## src/rtl/pong_game_core.sv

```systemverilog
// pong_game_core: per-frame Pong game state and registered 1-bit RGB pixel generator
module pong_game_core #(
   parameter int PADDLE_W     = 64,
   parameter int PADDLE_SPEED = 4,
   parameter int BALL_SPEED   = 2,
   parameter int SERVE_FRAMES = 60,
   parameter int MISS_FRAMES  = 30
) (
   input  logic       clk,
   input  logic       rst_n,
   input  logic [9:0] CounterX,
   input  logic [8:0] CounterY,
   input  logic       inDisplayArea,
   input  logic       btn_left,
   input  logic       btn_right,
   output logic       vga_r,
   output logic       vga_g,
   output logic       vga_b,
   output logic [7:0] score,
   output logic [3:0] miss_count,
   output logic [1:0] game_state
);
   typedef enum logic [1:0] {SERVE = 2'd0, PLAY = 2'd1, MISS = 2'd2} state_t;
   localparam logic [10:0] PMIN = 11'd8;
   localparam logic [10:0] PMAX = 11'(632 - PADDLE_W);
   localparam logic [10:0] PS   = 11'(PADDLE_SPEED);
   localparam logic [10:0] BS   = 11'(BALL_SPEED);
   localparam logic [10:0] W    = 11'(PADDLE_W);
   state_t      state_q, state_d;
   logic [1:0]  bl_q, br_q;
   logic        edge_q, at_tick, tick;
   logic [9:0]  px_q, px_d, bx_q, bx_d;
   logic [8:0]  by_q, by_d;
   logic        dx_q, dx_d, dy_q, dy_d, tog_q, tog_d;
   logic [7:0]  score_q, score_d;
   logic [3:0]  miss_q, miss_d;
   logic [15:0] cnt_q, cnt_d;
   logic [2:0]  rgb_q, rgb_d;
   logic [10:0] pxw, bx11, by11, cx11, cy11, px_l, px_r;
   logic        ball_on, pad_on, wall_on;
   assign pxw     = {1'b0, px_q};
   assign bx11    = {1'b0, bx_q};
   assign by11    = {2'b0, by_q};
   assign cx11    = {1'b0, CounterX};
   assign cy11    = {2'b0, CounterY};
   assign at_tick = (CounterY == 9'd480) && (CounterX == 10'd0);
   assign tick    = at_tick && !edge_q;
   assign px_l    = (pxw < PMIN + PS) ? PMIN : pxw - PS;
   assign px_r    = (pxw + PS > PMAX) ? PMAX : pxw + PS;
   // paddle moves only when exactly one synchronized button is held, clamped inside the walls
   always_comb begin
      px_d = !tick ? px_q : (bl_q[1] && !br_q[1]) ? px_l[9:0] : (br_q[1] && !bl_q[1]) ? px_r[9:0] : px_q;
   end
   // serve / play / miss sequencing and ball motion, evaluated once per frame
   always_comb begin
      state_d = state_q;
      cnt_d   = cnt_q;
      bx_d    = bx_q;
      by_d    = by_q;
      dx_d    = dx_q;
      dy_d    = dy_q;
      tog_d   = tog_q;
      score_d = score_q;
      miss_d  = miss_q;
      if (tick) begin
         case (state_q)
            SERVE: begin
               cnt_d = cnt_q + 16'd1;
               if (cnt_q == 16'(SERVE_FRAMES - 1)) begin
                  state_d = PLAY;
                  cnt_d   = '0;
                  dx_d    = tog_q;
                  dy_d    = 1'b0;
                  tog_d   = !tog_q;
               end
            end
            PLAY: begin
               if (bx11 <= 11'd8) dx_d = 1'b0;
               if (bx11 >= 11'd624) dx_d = 1'b1;
               if (by11 <= 11'd8) dy_d = 1'b0;
               if (!dy_d && by11 >= 11'd456 && by11 <= 11'd463 && bx11 + 11'd8 > pxw && bx11 < pxw + W) begin
                  dy_d    = 1'b1;
                  score_d = score_q + 8'd1;
               end else if (by11 >= 11'd472) begin
                  state_d = MISS;
                  cnt_d   = '0;
                  miss_d  = (miss_q == 4'd15) ? miss_q : miss_q + 4'd1;
               end
               bx_d = 10'(dx_d ? bx11 - BS : bx11 + BS);
               by_d = 9'(dy_d ? by11 - BS : by11 + BS);
            end
            MISS: begin
               cnt_d = cnt_q + 16'd1;
               if (cnt_q == 16'(MISS_FRAMES - 1)) begin
                  state_d = SERVE;
                  cnt_d   = '0;
                  bx_d    = 10'd316;
                  by_d    = 9'd236;
               end
            end
            default: state_d = SERVE;
         endcase
      end
   end
   // pixel colour by priority: blanking, ball, paddle, walls
   always_comb begin
      ball_on = (state_q != MISS) && cx11 >= bx11 && cx11 < bx11 + 11'd8 && cy11 >= by11 && cy11 < by11 + 11'd8;
      pad_on  = cy11 >= 11'd464 && cy11 <= 11'd471 && cx11 >= pxw && cx11 < pxw + W;
      wall_on = cy11 < 11'd8 || cx11 < 11'd8 || cx11 >= 11'd632;
      rgb_d   = !inDisplayArea ? 3'b000 : ball_on ? 3'b111 : pad_on ? 3'b010 : wall_on ? ((state_q == MISS) ? 3'b100 : 3'b001) : 3'b000;
   end
   // button synchronizers, frame edge detector and registered colour
   always_ff @(posedge clk or negedge rst_n) begin
      if (!rst_n) begin
         bl_q   <= '0;
         br_q   <= '0;
         edge_q <= 1'b0;
         rgb_q  <= '0;
      end else begin
         bl_q   <= {bl_q[0], btn_left};
         br_q   <= {br_q[0], btn_right};
         edge_q <= at_tick;
         rgb_q  <= rgb_d;
      end
   end
   // game state registers
   always_ff @(posedge clk or negedge rst_n) begin
      if (!rst_n) begin
         state_q <= SERVE;
         cnt_q   <= '0;
         px_q    <= 10'd288;
         bx_q    <= 10'd316;
         by_q    <= 9'd236;
         dx_q    <= 1'b0;
         dy_q    <= 1'b0;
         tog_q   <= 1'b0;
         score_q <= '0;
         miss_q  <= '0;
      end else begin
         state_q <= state_d;
         cnt_q   <= cnt_d;
         px_q    <= px_d;
         bx_q    <= bx_d;
         by_q    <= by_d;
         dx_q    <= dx_d;
         dy_q    <= dy_d;
         tog_q   <= tog_d;
         score_q <= score_d;
         miss_q  <= miss_d;
      end
   end
   assign {vga_r, vga_g, vga_b} = rgb_q;
   assign score      = score_q;
   assign miss_count = miss_q;
   assign game_state = state_q;
endmodule
```

## config.mk

```make
export PLATFORM = sky130hd
export DESIGN_NAME = pong_game_core
export DESIGN_NICKNAME = d
export VERILOG_FILES = /design/src/rtl/pong_game_core.sv
export SDC_FILE = /design/constraint.sdc
export NUM_CORES = 1
export LEC_CHECK = 0
export CAP_MARGIN = 20
export CORE_MARGIN = 2
export CORE_UTILIZATION = 58
export DETAILED_ROUTE_END_ITERATION = 7
export DONT_BUFFER_PORTS = 1
export PLACE_DENSITY = 0.74
export REMOVE_ABC_BUFFERS = 1
export SYNTH_ARGS = -nofsm -noshare
export SYNTH_HDL_FRONTEND = slang
export SYNTH_SLANG_ARGS = --single-unit
```

## constraint.sdc

```tcl
create_clock -name clk -period 13 [get_ports clk]
set_input_delay 2.6 -clock clk [delete_from_list [all_inputs] [get_ports clk]]
set_output_delay 2.6 -clock clk [all_outputs]
set_load 0.02 [all_outputs]
```

* Word-level counts from Yosys, hierarchy flattened
Cells that the tools add are included.
** Storage, ports and cells
- Register bits after elaboration :: 70
- Input bits :: 24
- Output and inout bits :: 17
- Word-level logic and storage cells :: 135
** Cells by class
- $add $sub $neg :: 12
- $lt $le $gt $ge :: 21
- Eq/ne operators :: 11
- Muxes and demuxes :: 39
- Bitwise logic cells :: 2
- Reductions and logical operators :: 36
** Operator list (number)
- $mux 16 :: 4
- $mux 10 :: 6
- $pmux 16 s3 :: 1
- $lt 10x11->1 :: 3
- $ge 9x9->1 const B :: 3
- $ge 10x10->1 :: 2
- $ge 10x10->1 const B :: 2
- $lt 10x4->1 const B :: 2
- $pmux 10 s2 :: 1
- $le 9x9->1 const B :: 2
- $mux 9 :: 2
- $pmux 9 s2 :: 1
- $add 16x1->16 const B :: 1
- $eq 16x5->1 const B :: 1
- $eq 16x6->1 const B :: 1
- $logic_and 1x1->1 :: 15
- $mux 3 :: 5
- $mux 1 :: 12
- $reduce_and 3->1 :: 4
- $add 10x3->11 const B :: 1
- $add 10x4->11 const B :: 1
- $add 10x7->11 const B :: 1
- $gt 11x10->1 :: 1
- $gt 11x10->1 const B :: 1
- other kinds (31) :: 48

* Logic depth before layout (Yosys ltp)
Gate-level depths: netlist of the first run.
- Depth in word-level cells :: 14
- Depth in mapped cells :: 18
- Gate-level depth less buffers :: 18

* Least setup slack after synthesis of the first run
Ideal clock, no wire load.
- Kind :: input port to flip-flop
- From :: input port CounterX[0]
- To :: register cnt_q[12]
- Setup time :: 0.095 ns
- Arrival time :: 4.334 ns
- Required time :: 12.905 ns
- Path slack :: 8.570 ns
- Stages on the path :: 6
- Buffers on the path :: 0
- Cells stage by stage :: nor4b_1 -> nand4_1 -> nor3_2 -> o31ai_1 -> or4b_1 -> o31ai_1
** On the way
- Longest elaborated chain between the ends :: 4
** RTL lines
- start: declaration :: line 11 : input logic [9:0] CounterX,
- $logic_not 10->1 :: line 46 : assign at_tick = (CounterY == 9'd480) && (CounterX == 10'd0);
- $logic_and 1x1->1 :: line 46
- $logic_and 1x1->1 :: line 47 : assign tick = at_tick && !edge_q;
- $reduce_and 4->1 (no line)
- end signal: assignment :: line 141 : cnt_q <= cnt_d;
- end: declaration :: line 37 : logic [15:0] cnt_q, cnt_d;
No other way between the ends.
A chain may end at the register's enable or synchronous reset.

* Worst setup path after layout of the first run
- From :: register bx_q[3]
- To :: register by_q[8]
** On the way
- Longest elaborated chain between the ends :: 9
- Elaborated cells between the ends (all ways) :: 10
- Classes of those cells :: add/sub: 1; order compare: 2; mux: 5; reduce/logical: 2
** RTL lines
- start: declaration :: line 32 : logic [9:0] px_q, px_d, bx_q, bx_d;
- start signal: assignment :: line 132 : bx_q <= 10'd316;
- start signal: assignment :: line 143 : bx_q <= bx_d;
- $add 10x4->11 :: line 81 : if (!dy_d && by11 >= 11'd456 && by11 <= 11'd463 && bx11 + 11'd8 > pxw && bx11 < pxw + W) begin
- $gt 11x10->1 :: line 81
- $logic_and 1x1->1 :: line 81
- $logic_and 1x1->1 * :: line 81
- $mux 1 * :: line 81
- $mux 1 * :: line 66 : case (state_q)
- $mux 1 * :: line 65 : if (tick) begin
- $mux 9 * :: line 90 : by_d = 9'(dy_d ? by11 - BS : by11 + BS);
- $pmux 9 s2 * :: line 66
- end signal: assignment :: line 144 : by_q <= by_d;
- end: declaration :: line 33 : logic [8:0] by_q, by_d;
Mark *: on every way between the ends. The rest lies on a longest branch, timed or not. The select of a mux whose other input is x is not followed.

==> results of run 1 <==
sequential cells by signal (all words and copies together) (netlist names):
name	cells
miss_count	4
dx_q	1
tog_q	1
edge_q	1
dy_q	1
rgb_q	3
br_q	2
score	8
px_q	8
bl_q	2
by_q	8
bx_q	9
cnt_q	16
game_state	2
worst max-delay path, cell delays in order (launching register included):
cell and delay (ns):
dfstp_2 0.63, inv_1 0.16, ha_1 0.36, inv_1 0.05
ha_1 0.29, a21oi_1 0.15, o21ai_0 0.14, a2111oi_1 0.62
a2111o_1 0.27, nand2b_1 0.26, ha_1 0.45, nand3_1 0.09
o211ai_1 0.22, nor4_1 0.07, or3_1 0.38, or3_1 0.33
a21o_1 0.19, mux2i_1 0.13
worst min path at each step:
stage          slack, ns    start  cells past startpoint      end
6_report            0.36  br_q[0]                      0  br_q[1]
5_1_grt             0.36  br_q[0]                      0  br_q[1]
4_1_cts             0.36  br_q[0]                      0  br_q[1]
3_5_place_dp        0.34  br_q[0]                      0  br_q[1]
3_3_place_gp        0.33  bl_q[0]                      0  bl_q[1]
2_1_floorplan       0.33  bl_q[0]                      0  bl_q[1]
stage by stage:
stage	util [%]	setup WS [ns]	hold WS (ns)	std cells
6_report	62.91	8.145	0.3551	789
2_1_floorplan	-	8.417	0.3312	636
4_1_cts	62.91	8.137	0.3588	789
3_3_place_gp	60.83	8.079	0.3328	773
3_5_place_dp	60.83	7.994	0.3411	773
5_1_grt	62.91	7.837	0.3627	789
power by group through the flow:
stage / registers (uW) / logic [uW] / clock network (uW)
6_report: 207 / 16.7 / 181
2_1_floorplan: 211 / 12.7 / 0
4_1_cts: 207 / 16.5 / 184
5_1_grt: 207 / 19.3 / 194
3_5_place_dp: 211 / 16.4 / 0
3_3_place_gp: 211 / 15.5 / 0
final cells by class:
cell class                 count  share of cell area [%]
tap                          133                   2.719
sequential                    66                   27.23
inverter                      56                   3.434
clock buffer                  10                   2.249
multi-input combinational    514                   62.82
clock inverter                 6                   1.063
timing repair buffer           4                  0.4906
layout by cell type, fill, tap and decap left out, drive strengths merged, types with 5 or more instances in the layout:
master,n
o21a,6
nand4,9
o21ai,45
nor2,42
and3,13
nor3,16
clkbuf,10
o21bai,5
a211oi,6
a22oi,10
nor4,9
o22ai,6
a31oi,9
nand3,32
xor2,10
a21o,6
dfstp,12
dfrtp,54
o211ai,7
a21oi,28
or3,10
nand2b,13
ha,89
nand2,33
inv,57
xnor2,25
o31ai,25
per-layer routing:
layer,global-route usage (%),vias up,part of all wire (%)
met5,0,-,0
met3,5.013,14,4.6
met1,34.47,2416,46
li1,-,2424,-
met2,44.03,122,48
met4,7.625,0,1.2
kinds of logic after synthesis:
family	Yosys count	share of synthesized area [%]
and+or+nand+nor	205	19.31
xor gates and xnor gates	35	5.281
DFF	66	28.71
muxes	4	0.7329
buffers and inverters	72	5.130
adders and majority gates	92	20.05
AOI/OAI and AO/OA	178	20.78
==> impl_results.md, run 1 <==
* Status: finished, final reports clean
* Ys flop type: dfrtp_1
* Postcts setup bufs at 0
* Sw Share at 23.75%
* Net Sw Power at 96.01 uW
* Total Power at 404.2 uW
* Gr usage total at 26.22%
* CTS tree: yes
* Hold buffers post-CTS at 0
* Post-synthesis async set-or-reset flop share at 100.0%
* Number of CTS-inserted buffers at 9
* Final hold vios at 0
* Vias/cell at 6.307
* Detailed Route WL at 13900 microns
* Clock Latency Late Sink at 0.36 ns
* Vias in the first global route at 4850
* Critical path endpoint category: flop
* H-Tree Depth at 3
* Pin count of the biggest net entering global routing at 67
* Seq/Total Area, Yosys at 28.71%
* Drt initial violations at 282
* Critical Path Fanout Max at 9
* Leakage at 0.002763 uW
* Synth cell types at 75
* Max-Cap Viols at 0
* FF+latch area at 1667 sq um
* Grt ovf at 0
* Clock transition at the registers of the reported paths at 0.08 ns
* Post-route cell area at 6121 sq um
* Synthesized area per cell at 8.902 sq um
* # diodes at 0
* Starting density of the core at 59.66%
* Clk pwr share at 44.7%
* Synth Register Bits at 66
* Top-count cell post-synth: ha_1
* DIE AREA at 10820 sq um
* Synth cell count leaders: ha_1 (89), dfrtp_1 (54), inv_1 (54), nor2_1 (41), o21ai_0 (37)
* Slew headroom at 36.30%
* Int Pwr at 308.2 uW
* Root Driver: clkbuf_8
* Crit Path Class: reg2reg
* Worst Max-Slew Pin Slew at 0.9492 ns
* Post-synth EDFFs at 0
* Via count at 4976
* Die height at 104.0 microns
* R2R setup slack at 8.14 ns
* Crit path arrival time at 5.12 ns
* Filler cells at 857
* Power per cell area at 66.04 nW/um^2
* Ratio of cells with drive above 1 in the final layout at 7.774%
* Startpoint types: flop
* Remaining DRCs at 0
* Drt pass-1 iters at 5
* Routed Antenna Nets at 0
* Cts repair resizes at 0
* Layout area overhead at 5.454%
* HP Class: reg2reg
* Worst reg2reg path depth at 17
* Area of the multi-input gates at 3845 sq um
* Synth Instances at 652
* Fin crit share at 37.35%
* Core area at 9729 sq um
* Worst IR drop on VDD at 0.04223 mV
* DR WL/cell at 17.62 microns
* NumNets Final at 766
* Endpoints failing setup at 0
* FF-to-FF End: by_q[8]
* RD Place Congestion at 0.9242
* Post-Synthesis Cell Area at 5804 sq um
* First-pass GRT wire length at 23250 microns
* Sink Count at 66
* Comb power frac at 4.1%
* Final Critical Period at 4.855 ns
* Num rows at 36
* Worst setup path startpoint: bx_q[3]
* RSZ-0062 raised after global routing: no
* Area post-placement at 5918 sq um
* Main area contributors after synthesis: dfrtp_1 (23%), ha_1 (19%), dfstp_2 (5.4%)
* Initial antenna violation count at 0
* Final clock skew at 0.01915 ns
* Final Max Slew Viols at 0
* Worst EP required at 13.27 ns
* Setup TNS at 0 ns
* Post-synth top area share at 23.28%
* Achievable frequency at 206.0 MHz
* Hpwl dp at 10710 microns
* Max Root-Sink Buffers at 2
* Port bufs at 0
* I/O pin count at 41
* Die width at 104.0 microns
* Flop pwr share at 51.1%
* Yosys warnings at 0
* Area leader, netlist: dfrtp_1
* CP endpoint: by_q[8]
* Reg-to-Reg Start: bx_q[3]
(Power assumes the default switching activity.)
==> run 2: changes to the inputs <==
- clock period: 13 -> 4.8 ns (I/O delays scaled with it)
==> impl_results.md, run 2 (synthesized netlist as in run 1, its figures left out) <==
* # diodes at 0 (unchanged)
* DP Cell Count at 773 (unchanged)
* DR WL/cell at 18.30 microns (+3.9%)
* Clock Latency Late Sink at 0.37 ns (about the same)
* Max reg flops at 16 (unchanged)
* Starting density of the core at 59.66% (unchanged)
* Num rows at 36 (unchanged)
* Commonest cells after routing, fill and taps aside: ha_1 (86), inv_1 (54), dfrtp_1 (54)
* Remaining DRCs at 0 (unchanged)
* Non-Filler Instances at 792 (+0.38%)
* Via count at 5085 (+2.2%)
* Leakage at 0.002803 uW (+1.4%)
* RSZ-0062 raised after global routing: no
* Power per cell area at 192.4 nW/um^2 (+190%)
* Post-route cell area at 6245 sq um (+2.0%)
* Ratio of cells with drive above 1 in the final layout at 9.105% (+1.3 points)
* Hold buffers post-CTS at 0 (unchanged)
* DIE AREA at 10820 sq um (unchanged)
* Critical path endpoint category: flop
* Routed Antenna Nets at 0 (unchanged)
* Vias in the first global route at 4895 (+0.93%)
* Die width at 104.0 microns (unchanged)
* H-Tree Depth at 3 (unchanged)
* Worst reg2reg path depth at 18 (+1)
* Root Driver: clkbuf_8
* Fin crit share at 96.15% (+59 points)
* Slew headroom at 26.05% (-10 points)
* Worst IR drop on VDD at 0.1359 mV (+220%)
* Clock transition at the registers of the reported paths at 0.08 ns (about the same)
* Drt initial violations at 327 (+16%)
* Port bufs at 0 (unchanged)
* Achievable frequency at 216.7 MHz (+5.2%)
* Core area at 9729 sq um (unchanged)
* Sink Count at 66 (unchanged)
* Layout area overhead at 7.588%
* Top Registers: cnt_q (16), bx_q (9)
* Gr usage total at 27.02% (+0.79 points)
* Startpoint types: flop
* First-pass GRT wire length at 23860 microns (+2.6%)
* Top reg by flops: cnt_q
* Initial antenna violation count at 0 (unchanged)
* Vias/cell at 6.420 (+1.8%)
* Final clock skew at 0.01337 ns (-0.005772 ns)
* Setup TNS at 0 ns (unchanged)
* Status: finished, final reports clean
* Grt ovf at 0 (unchanged)
* Number of CTS-inserted buffers at 9 (unchanged)
* Final Max Slew Viols at 0 (unchanged)
* Final hold vios at 0 (unchanged)
* I/O pin count at 41 (unchanged)
* Die height at 104.0 microns (unchanged)
* Filler cells at 826 (-3.6%)
* Endpoints failing setup at 0 (unchanged)
* Worst Max-Slew Pin Slew at 1.106 ns (+0.1572 ns)
* Drt pass-1 iters at 5 (unchanged)
* CTS tree: yes
* Crit Path Class: reg2reg
* Max-Cap Viols at 0 (unchanged)
* Crit path arrival time at 4.91 ns (-0.21 ns)
* Worst EP required at 5.10 ns (-8.17 ns)
* HP Class: in2async
* Final Critical Period at 4.615 ns (-0.2402 ns)
* Most common cell after layout, fill and taps aside: ha_1
* Detailed Route WL at 14500 microns (+4.3%)
* NumNets Final at 769 (+0.39%)
* Hpwl dp at 10940 microns (+2.1%)
* Critical Path Fanout Max at 9 (unchanged)
* RD Place Congestion at 0.9579 (+3.6%)
* Pin count of the biggest net entering global routing at 67 (unchanged)
* Max Root-Sink Buffers at 2 (unchanged)
* Area post-placement at 5918 sq um (unchanged)
## run 2: changes by cell type in the layout (fill, tap and decap cells not counted), sizes merged
cell,previous run,this run
bufinv,1,3
buf,4,7
clkinv,3,1
## run 2: critical path, cell delays in order, from the launching register on
cell      delay [ns]
dfstp_2         0.58
inv_1           0.12
nor3_2          0.21
nand3_1         0.12
xnor2_1         0.20
ha_1            0.35
nand3_1         0.12
or4_1           0.50
o211ai_2        0.22
a2111o_1        0.20
nand2b_4        0.15
ha_1            0.32
a21oi_1         0.08
o211ai_1        0.25
nor4_1          0.07
or3_1           0.38
or3_1           0.35
a21o_1          0.20
mux2i_1         0.12
## run 2: layout make-up
cell class	count	area, sq um	area share, %
inverters	56	210.2	3.366
clock buffers	10	137.6	2.204
repair buffers	7	52.55	0.8415
multi-input cells	514	3900	62.45
flip-flops and latches	66	1667	26.69
well taps	133	166.4	2.665
clock inverters	6	111.4	1.783
## run 2: power by group
group / internal (uW) / total, uW / switching [uW]
registers: 558 / 560 / 1.22
logic: 21.5 / 45.2 / 23.7
clock network: 360 / 597 / 237
total: 940 / 1200 / 262
## run 2: repair_timing
action / CTS / global route
gates resized for setup: 3 / 4
setup endpoints to repair: 1 / 1
setup buffers: 0 / 3
pin swaps: 0 / 2
## run 2: per-stage QoR
step / total power [uW] / hold slack (ns) / worst slack (ns) / util, %
6_report: 1201 / 0.2726 / 0.1849 / 64.18
5_1_grt: 1243 / 0.2743 / 0.02660 / 64.18
4_1_cts: 1210 / 0.2669 / 0.06028 / 63.59
3_5_place_dp: 614.0 / 0.3347 / -0.04361 / 60.83
3_3_place_gp: 611.6 / 0.3315 / 0.3101 / 60.83
2_1_floorplan: 604.4 / 0.3312 / 0.5565 / -
## run 2: worst paths after layout
check,startpoint,end,slack [ns]
max in group asynchronous,rst_n,px_q[8],4.31
worst min-delay path,rst_n,rgb_q[0],0.27
worst max register to register,bx_q[3],by_q[8],0.18
worst max-delay path,bx_q[3],by_q[8],0.18
min in group clk,br_q[0],br_q[1],0.35
worst min register to register,br_q[0],br_q[1],0.35
## run 2: routing by layer
layer	GRT usage, %	up-vias	routed length (microns)
li1	-	2427	-
met1	35.24	2458	6468
met2	45.25	171	6905
met3	3.383	29	756
met4	11.49	0	365
met5	0	-	0
==> run 3: changes to the inputs <==
- HOLD_SLACK_MARGIN: unset -> 0.02
- SETUP_SLACK_MARGIN: unset -> 0.3
==> impl_results.md, run 3 (synthesized netlist as in run 1, its figures left out) <==
* Status: finished, final reports clean
* Highest cell delay on the worst timing path at 0.60 ns (+0.02 ns)
* Commonest cells after routing, fill and taps aside: ha_1 (84), dfrtp_1 (54), inv_1 (53)
* Ratio of cells with drive above 1 in the final layout at 12.09% (+3.0 points)
* Detailed Route WL at 14970 microns (+3.3%)
* Drt pass-1 iters at 5 (unchanged)
* FF-to-FF End: by_q[8]
* CP Depth at 18 (unchanged)
* Startpoint types: flop
* Hpwl dp at 10940 microns (unchanged)
* Max Root-Sink Buffers at 2 (unchanged)
* Met1 Use GR at 35.08% (-0.16 points)
* Vias in the first global route at 4952 (+1.2%)
* Most common cell after layout, fill and taps aside: ha_1
* Core area at 9729 sq um (unchanged)
* Final Critical Period at 4.517 ns (-0.09772 ns)
* Power per cell area at 188.5 nW/um^2 (-2.0%)
* Met3 GRT Util at 3.634% (+0.25 points)
* Final hold vios at 0 (unchanged)
* First-pass GRT wire length at 24100 microns (+1.0%)
* Critical Path Fanout Max at 5 (-4)
* Final hold slack at 0.2746 ns (+0.001958 ns)
* R2R setup slack at 0.28 ns (+0.10 ns)
* RD Place Congestion at 0.9579 (unchanged)
* Starting density of the core at 59.66% (unchanged)
* Post-Route Utilization at 65.64% (+1.5 points)
* Num rows at 36 (unchanged)
* CTS tree: yes
* Achievable frequency at 221.4 MHz (+2.2%)
* Worst EP required at 5.06 ns (-0.04 ns)
* # diodes at 0 (unchanged)
* Sink Count at 66 (unchanged)
* Worst Max-Slew Pin Slew at 1.086 ns (-0.02067 ns)
* Die width at 104.0 microns (unchanged)
* Remaining DRCs at 0 (unchanged)
* Setup TNS at 0 ns (unchanged)
* Vias/cell at 6.359 (-0.96%)
* I/O pin count at 41 (unchanged)
* Number of CTS-inserted buffers at 9 (unchanged)
* Via count at 5106 (+0.41%)
* NumNets Final at 780 (+1.4%)
* Crit-path slowest cell: dfstp_2
* Root Driver: clkbuf_8
* Hold buffers post-CTS at 0 (unchanged)
* Worst reg2reg path depth at 18 (unchanged)
* HP Class: in2async
* Initial antenna violation count at 0 (unchanged)
* Clock transition at the registers of the reported paths at 0.08 ns (about the same)
* Worst IR drop on VDD at 0.1361 mV (+0.21%)
* Routed Antenna Nets at 0 (unchanged)
* Leakage at 0.002887 uW (+3.0%)
* Slew headroom at 27.43% (+1.4 points)
* Delay-heaviest family, CP: simple AND/OR/NAND/NOR gates
* Top Registers: cnt_q (16), bx_q (9)
* Total Power at 1204 uW (+0.18%)
* DR WL/cell at 18.64 microns (+1.9%)
* Port bufs at 0 (unchanged)
* Endpoints failing setup at 0 (unchanged)
* RSZ-0062 raised after global routing: yes
* Clock Latency Late Sink at 0.37 ns (about the same)
* Grt ovf at 0 (unchanged)
* Gr usage total at 27.35% (+0.33 points)
* Max reg flops at 16 (unchanged)
* Layout area overhead at 10.02%
* Worst Path Buf+Inv at 1 (unchanged)
* Met2 GRT Util at 46.05% (+0.80 points)
* Non-Filler Instances at 803 (+1.4%)
* Reg-to-Reg Start: bx_q[4]
* Crit path arrival time at 4.77 ns (-0.14 ns)
* Pin count of the biggest net entering global routing at 67 (unchanged)
* Max-Cap Viols at 0 (unchanged)
* Fin crit share at 94.11% (-2.0 points)
* Critical path, cell by cell: inv_4 > nor3_4 > nand3_2 > xnor2_2 > ha_1 > nand3_2 > or4_4 > o211ai_2 > a2111o_1 > nand2b_4 > ha_4 > a21oi_1 > o211ai_1 > nor4_1 > or3_1 > or3_4 > a31oi_1 > mux2i_1
* CP most frequent cell: nand3_2
* Filler cells at 814 (-1.5%)
* DP Cell Count at 773 (unchanged)
* Critical path endpoint category: flop
* Top reg by flops: cnt_q
* Grt peak-use layer: met2
* Drt initial violations at 374 (+14%)
* Final clock skew at 0.01197 ns (-0.001402 ns)
* Die height at 104.0 microns (unchanged)
* Crit Path Class: reg2reg
* Final Max Slew Viols at 0 (unchanged)
* DIE AREA at 10820 sq um (unchanged)
* H-Tree Depth at 3 (unchanged)
==> run 3: changes by cell type in the layout (fill, tap and decap cells not counted), moves of 2 or more <==
cell / delta
ha_1: -2
nand3_1: -3
nand3_2: +3
buf_4: +10
==> run 3: metrics by stage <==
| step | area (sq um) | setup slack [ns] |
|---|---|---|
| 6_report | 6386 | 0.2826 |
| 4_1_cts | 6260 | 0.3060 |
| 5_1_grt | 6386 | 0.1571 |
| 2_1_floorplan | 5717 | 0.5565 |
| 3_5_place_dp | 5918 | -0.04361 |
| 3_3_place_gp | 5918 | 0.3101 |
==> run 3: repair_timing <==
action / in CTS / in global routing
setup buffers: 5 / 7
endpoints found under the setup margin: 1 / 1
resized for setup: 7 / 12
cloned: 0 / 1
pin swaps: 2 / 14
==> run 3: how the worst max path moves through the flow <==
stage,startpoint,end,slack [ns]
floorplan,bx_q[4],by_q[8],0.56
global placement,bx_q[4],by_q[8],0.31
detailed placement,bx_q[3],by_q[8],-0.04
CTS,bx_q[3],by_q[8],0.31
global route,bx_q[3],by_q[8],0.16
finish,bx_q[4],by_q[8],0.28
==> run 3: layout make-up <==
class	count	area (sq um)	share of cell area, %
Multi-Input combinational cell	515	3964	62.07
Sequential cell	66	1667	26.10
Inverter	56	212.7	3.331
Tap cell	133	166.4	2.606
Clock buffer	10	137.6	2.155
Timing Repair Buffer	17	127.6	1.998
Clock inverter	6	111.4	1.744
==> run 3: layer usage <==
layer | share of wire [%] | vias up
li1 | - | 2447
met1 | 44 | 2464
met2 | 48 | 166
met3 | 5.1 | 29
met4 | 2.9 | 0
met5 | 0 | -
==> run 3: where the power goes <==
group	internal, uW	switching, uW	total (uW)	leakage (uW)
clock network	360	239	599	0.000123
logic	21.5	24.0	45.5	0.00193
registers	558	1.23	560	0.000839
